`src/rtl/alu_serial_sequencer.sv`:
```
// Bit-serial ALU controller: accepts one W-bit operation and steps a single
// one-bit ALU slice across the operands, LSB first, one bit per clock.
module alu_serial_sequencer #(
  parameter int W = 4
) (
  input  logic         clk_i,
  input  logic         rst_ni,
  input  logic         start_valid_i,
  output logic         start_ready_o,
  input  logic [2:0]   op_i,
  input  logic [W-1:0] a_i,
  input  logic [W-1:0] b_i,
  output logic [W-1:0] result_o,
  output logic         cout_o,
  output logic         zero_o,
  output logic         err_o,
  output logic         busy_o,
  output logic         done_o
);

  localparam int CW = (W > 1) ? $clog2(W) : 1;
  localparam logic [CW-1:0] LastBit = CW'(W - 1);
  localparam logic [CW-1:0] CntOne  = CW'(1);

  localparam logic [1:0] StIdle = 2'd0;
  localparam logic [1:0] StRun  = 2'd1;
  localparam logic [1:0] StDone = 2'd2;

  localparam logic [2:0] OpAdd = 3'b000;
  localparam logic [2:0] OpSub = 3'b001;
  localparam logic [2:0] OpAnd = 3'b010;
  localparam logic [2:0] OpOr  = 3'b011;
  localparam logic [2:0] OpXor = 3'b100;
  localparam logic [2:0] OpNot = 3'b101;

  logic [1:0]    state_q, state_d;
  logic [W-1:0]  a_sh_q, a_sh_d;
  logic [W-1:0]  b_sh_q, b_sh_d;
  logic [W-1:0]  r_sh_q, r_sh_d;
  logic [2:0]    op_q, op_d;
  logic          carry_q, carry_d;
  logic [CW-1:0] cnt_q, cnt_d;
  logic [W-1:0]  result_q, result_d;
  logic          cout_q, cout_d;
  logic          zero_q, zero_d;
  logic          err_q, err_d;

  logic a_bit, b_bit, is_arith, is_invalid, slice_bit, slice_carry;
  logic accept;

  // One-bit ALU slice; SUB reuses the adder with B inverted and carry-in 1.
  always_comb begin
    a_bit       = a_sh_q[0];
    b_bit       = (op_q == OpSub) ? ~b_sh_q[0] : b_sh_q[0];
    is_arith    = (op_q == OpAdd) || (op_q == OpSub);
    is_invalid  = (op_q == 3'b110) || (op_q == 3'b111);
    slice_bit   = 1'b0;
    slice_carry = carry_q;
    case (op_q)
      OpAdd, OpSub: begin
        slice_bit   = a_bit ^ b_bit ^ carry_q;
        slice_carry = (a_bit & b_bit) | (a_bit & carry_q) | (b_bit & carry_q);
      end
      OpAnd:   slice_bit = a_bit & b_bit;
      OpOr:    slice_bit = a_bit | b_bit;
      OpXor:   slice_bit = a_bit ^ b_bit;
      OpNot:   slice_bit = ~a_bit;
      default: slice_bit = 1'b0;
    endcase
  end

  assign accept = (state_q == StIdle) && start_valid_i;

  always_comb begin
    state_d  = state_q;
    a_sh_d   = a_sh_q;
    b_sh_d   = b_sh_q;
    r_sh_d   = r_sh_q;
    op_d     = op_q;
    carry_d  = carry_q;
    cnt_d    = cnt_q;
    result_d = result_q;
    cout_d   = cout_q;
    zero_d   = zero_q;
    err_d    = err_q;
    case (state_q)
      StIdle: begin
        if (accept) begin
          a_sh_d  = a_i;
          b_sh_d  = b_i;
          r_sh_d  = '0;
          op_d    = op_i;
          carry_d = (op_i == OpSub);
          cnt_d   = '0;
          state_d = StRun;
        end
      end
      StRun: begin
        a_sh_d  = {1'b0, a_sh_q[W-1:1]};
        b_sh_d  = {1'b0, b_sh_q[W-1:1]};
        r_sh_d  = {slice_bit, r_sh_q[W-1:1]};
        carry_d = slice_carry;
        cnt_d   = cnt_q + CntOne;
        // Publish on the same edge that shifts in the last bit.
        if (cnt_q == LastBit) begin
          state_d  = StDone;
          result_d = r_sh_d;
          cout_d   = is_arith ? slice_carry : 1'b0;
          zero_d   = (r_sh_d == '0);
          err_d    = is_invalid;
        end
      end
      StDone:  state_d = StIdle;
      default: state_d = StIdle;
    endcase
  end

  always_ff @(posedge clk_i or negedge rst_ni) begin
    if (!rst_ni) begin
      state_q  <= StIdle;
      a_sh_q   <= '0;
      b_sh_q   <= '0;
      r_sh_q   <= '0;
      op_q     <= '0;
      carry_q  <= 1'b0;
      cnt_q    <= '0;
      result_q <= '0;
      cout_q   <= 1'b0;
      zero_q   <= 1'b0;
      err_q    <= 1'b0;
    end else begin
      state_q  <= state_d;
      a_sh_q   <= a_sh_d;
      b_sh_q   <= b_sh_d;
      r_sh_q   <= r_sh_d;
      op_q     <= op_d;
      carry_q  <= carry_d;
      cnt_q    <= cnt_d;
      result_q <= result_d;
      cout_q   <= cout_d;
      zero_q   <= zero_d;
      err_q    <= err_d;
    end
  end

  assign start_ready_o = (state_q == StIdle);
  assign busy_o        = (state_q == StRun) || (state_q == StDone);
  assign done_o        = (state_q == StDone);
  assign result_o      = result_q;
  assign cout_o        = cout_q;
  assign zero_o        = zero_q;
  assign err_o         = err_q;

endmodule

```
`config.mk`:
```
export PLATFORM = sky130hd
export DESIGN_NAME = alu_serial_sequencer
export DESIGN_NICKNAME = d
export VERILOG_FILES = /design/src/rtl/alu_serial_sequencer.sv
export SDC_FILE = /design/constraint.sdc
export NUM_CORES = 1
export LEC_CHECK = 0
export ABC_AREA = 1
export BUFFER_PORTS_ARGS = -buffer_cell sky130_fd_sc_hd__clkbuf_2
export CAP_MARGIN = 20
export CORE_AREA = 2 2 57 59
export CTS_CLUSTER_SIZE = 40
export DETAILED_ROUTE_END_ITERATION = 10
export DIE_AREA = 0 0 59 61
export GPL_TIMING_DRIVEN = 0
export PLACE_DENSITY = 0.63
export SYNTH_ARGS = -nofsm -noshare
export SYNTH_HDL_FRONTEND = slang
export SYNTH_SLANG_ARGS = --single-unit
```
`constraint.sdc`:
```
create_clock -name clk_i -period 4 [get_ports clk_i]
set_input_delay 0.4 -clock clk_i [delete_from_list [all_inputs] [get_ports clk_i]]
set_output_delay 0.4 -clock clk_i [all_outputs]
set_load 0.02 [all_outputs]
```
==> qor.csv <==
stage;metric;value;unit
floorplan;coreArea;2950;um2
setup_path;crit_family;adder cells;
clock_tree;post_cts_buffers;0;
yosys;postSynth.asyncResetShare;100;%
clock_tree;clkTransAtPathRegs;0.15;ns
clock_tree;insertion_delay;0.33;ns
timing;timing.final.hold_violations;0;
yosys;synthFlopType;dfrtp_1;
floorplan;rows;20;
floorplan;initial_core_util;43.9;%
timing;fin_hold_ws;0.0561;ns
setup_path;r2r_cells;10;
timing;tns;0;ns
floorplan;die_y;61;um
setup_path;start_kind;register;
job;drv_cap;0;
timing;rsz0062_at_grt;no;
setup_path;cp_cell_sequence;inv_1, nand3_1, xor2_1, inv_1, fa_1, a21oi_1, nand2_1, nand2_1, nand2_1, nand2_1;
grt;use_met3;1.92;%
timing;max_freq;513;MHz
grt;grt_pass1_wl;4.38;mm
setup_path;worstSetupEndpointType;register;
layout;ff_latch_area;651;um2
layout;stdcell_area;1500;um2
setup_path;crit_type;reg -> reg;
timing;fin_crit_sh;48.8;%
yosys;synth.most_common_cell;nand2_1;
yosys;synth_enable_flop_cells;0;
clock_tree;clockBufferDepth;2;
route;antenna_left;0;
grt;busiest_layer;met2;
layout;multi_input_comb_area;536;um2
yosys;synth_top_area_share;50.2;%
yosys;netlist_area;1290;um2
route;route.detailed.drc;0;
setup_path;slowest_delay;0.49;ns
layout;final_nets;197;
timing;finClkSkew;0.00516;ns
run_status;status;finished, final reports clean;
yosys;synth.distinct_cells;27;
floorplan;fp.dieArea;3600;um2
power_and_ir_drop;p_total;0.00129;W
power_and_ir_drop;p_per_area;857;nW/um2
yosys;synth_commonest_cells;47 x nand2_1, 26 x dfrtp_1, 18 x inv_1;
setup_path;crit_fanout;5;
yosys;synthCells;148;
route;dr.pass1.iters;4;
clock_tree;htreeDepth;1;
setup_path;cp.depth;10;
clock_tree;cts_resized;0;
timing;tightest_slew;0.627;ns
yosys;post-synth-top-area-cell;dfrtp_1;
placement;port_buffers;23;
timing;drv_slew;0;
yosys;synth_area_leaders;dfrtp_1 50%, nand2_1 14%, ha_1 5.8%;
yosys;ys_seq_elements;26;
setup_path;cpMostUsedCell;nand2_1;
route;wl_per_cell;12.3;um
setup_path;crit_slowest_cell;fa_1;
clock_tree;cts_hold_buffers;0;
yosys;syn_nets;169;
yosys;yosysWarnings;0;
grt;antenna_found_initial;0;
clock_tree;cts_sinks;26;
floorplan;die_w;59;um
clock_tree;clockRootBuffer;clkbuf_4;
layout;drive_gt1_share;20.6;%
power_and_ir_drop;p_leak;0.807;nW
clock_tree;cts-buffers-inserted;3;
layout;fill_cells;298;
grt;grt_max_degree;27;
timing;slew_headroom;58.2;%
route;dr_total_vias;1062;
clock_tree;cts_tree;yes;
setup_path;cp_data_required_time;4.25;ns
route;drt_iter0_drc;66;
grt;groute.usage.overall;16.5;%
layout;area_growth;16.1;%
grt;overflow;0;
grt;grt_pass1_vias;1052;
yosys;ys_seq_area_share;50.2;%
worst_hold_path;min_path_type;in -> async;
placement;place_area;1450;um2
setup_path;crit_buf_inv;2;
timing;fin_crit;1.95;ns
setup_path;arrival;2.20;ns
floorplan;ios;24;
route;wirelength;2.55;mm
setup_path;r2r_setup_slack;2.05;ns
route;vias_per_cell;5.11;
grt;use_met1;19.2;%
placement;gp_congestion;0.783;
timing;finalSetupViolCount;0;
yosys;syn_area_per_cell;8.75;um2
grt;grt_use_met2;29.4;%
power_and_ir_drop;ir_drop;286;uV
placement;dp_hpwl;1.94;mm
layout;n_antenna_cell;0;
==> final timing paths <==
check,startpoint,end
worst max-delay path,op_q[2]$_DFFE_PN0P_,result_o[3]$_DFFE_PN0P_
min in group clk_i,a_i[3],a_sh_q[3]$_DFFE_PN0P_
max in group asynchronous,rst_ni,carry_q$_DFFE_PN0P_
worst min-delay path,rst_ni,op_q[1]$_DFFE_PN0P_
worst min register to register,carry_q$_DFFE_PN0P_,carry_q$_DFFE_PN0P_
worst max register to register,op_q[2]$_DFFE_PN0P_,result_o[3]$_DFFE_PN0P_
==> sequential cells by signal (all words and copies together), names as in the netlist <==
register	flops
a_sh_q	4
cnt_q	2
state_q	2
b_sh_q	4
result_o	4
cout_o	1
r_sh_q	3
carry_q	1
err_o	1
op_q	3
zero_o	1
==> through the flow <==
step	setup WS [ns]	util (%)	instances
floorplan	2.29	-	148
global placement	2.14	49.2	204
detailed placement	2.09	49.2	204
CTS	2.06	50.9	208
global route	1.83	50.9	208
finish	2.05	50.9	208
==> report_power, final <==
part / switching, W / internal (W) / leakage [nW] / total [W]
registers: 0.0000764 / 0.000380 / 0.325 / 0.000457
clock network: 0.0000827 / 0.000101 / 0.0279 / 0.000184
logic: 0.000410 / 0.000237 / 0.454 / 0.000648
total: 0.000569 / 0.000719 / 0.807 / 0.00129
==> layer usage <==
layer,share of wire (%),vias to the layer above
li1,-,528
met1,45,503
met3,3.9,5
met2,49,26
met4,1.9,0
met5,0,-
==> kinds of logic (layout without fill, tap and decap cells) <==
family                   Yosys count  count (layout)  synth area share [%]
AO/OA/AOI/OAI                     26              26                  12.9
XOR/XNOR                           1               1                 0.676
adder cells (fa/ha/maj)            7               7                  7.34
buffers and inverters             24              51                  8.40
flip-flops                        26              26                  50.2
multiplexers                       1               1                 0.870
AND/OR/NAND/NOR                   63              63                  19.6
==> cell type report <==
cell class              instances  area share (%)
inverters                      20            5.16
multi-input cells              98            35.6
clock inverters                 1            2.00
flip-flops and latches         26            43.3
repair buffers                 23            7.65
plain buffers                   4            2.08
well taps                      33            2.75
clock buffers                   3            1.50
==> cell usage in the layout (no fill, tap or decap), types with 2 or more instances in the layout <==
cell type / instances
a31oi_1: 6
nand3_1: 7
nor2_1: 7
clkbuf_2: 23
dfrtp_1: 26
clkbuf_4: 3
a21oi_1: 2
o22ai_1: 2
ha_1: 6
buf_6: 2
nand2_1: 47
o21ai_0: 9
inv_1: 18
Power figures use the tool's default switching activity.
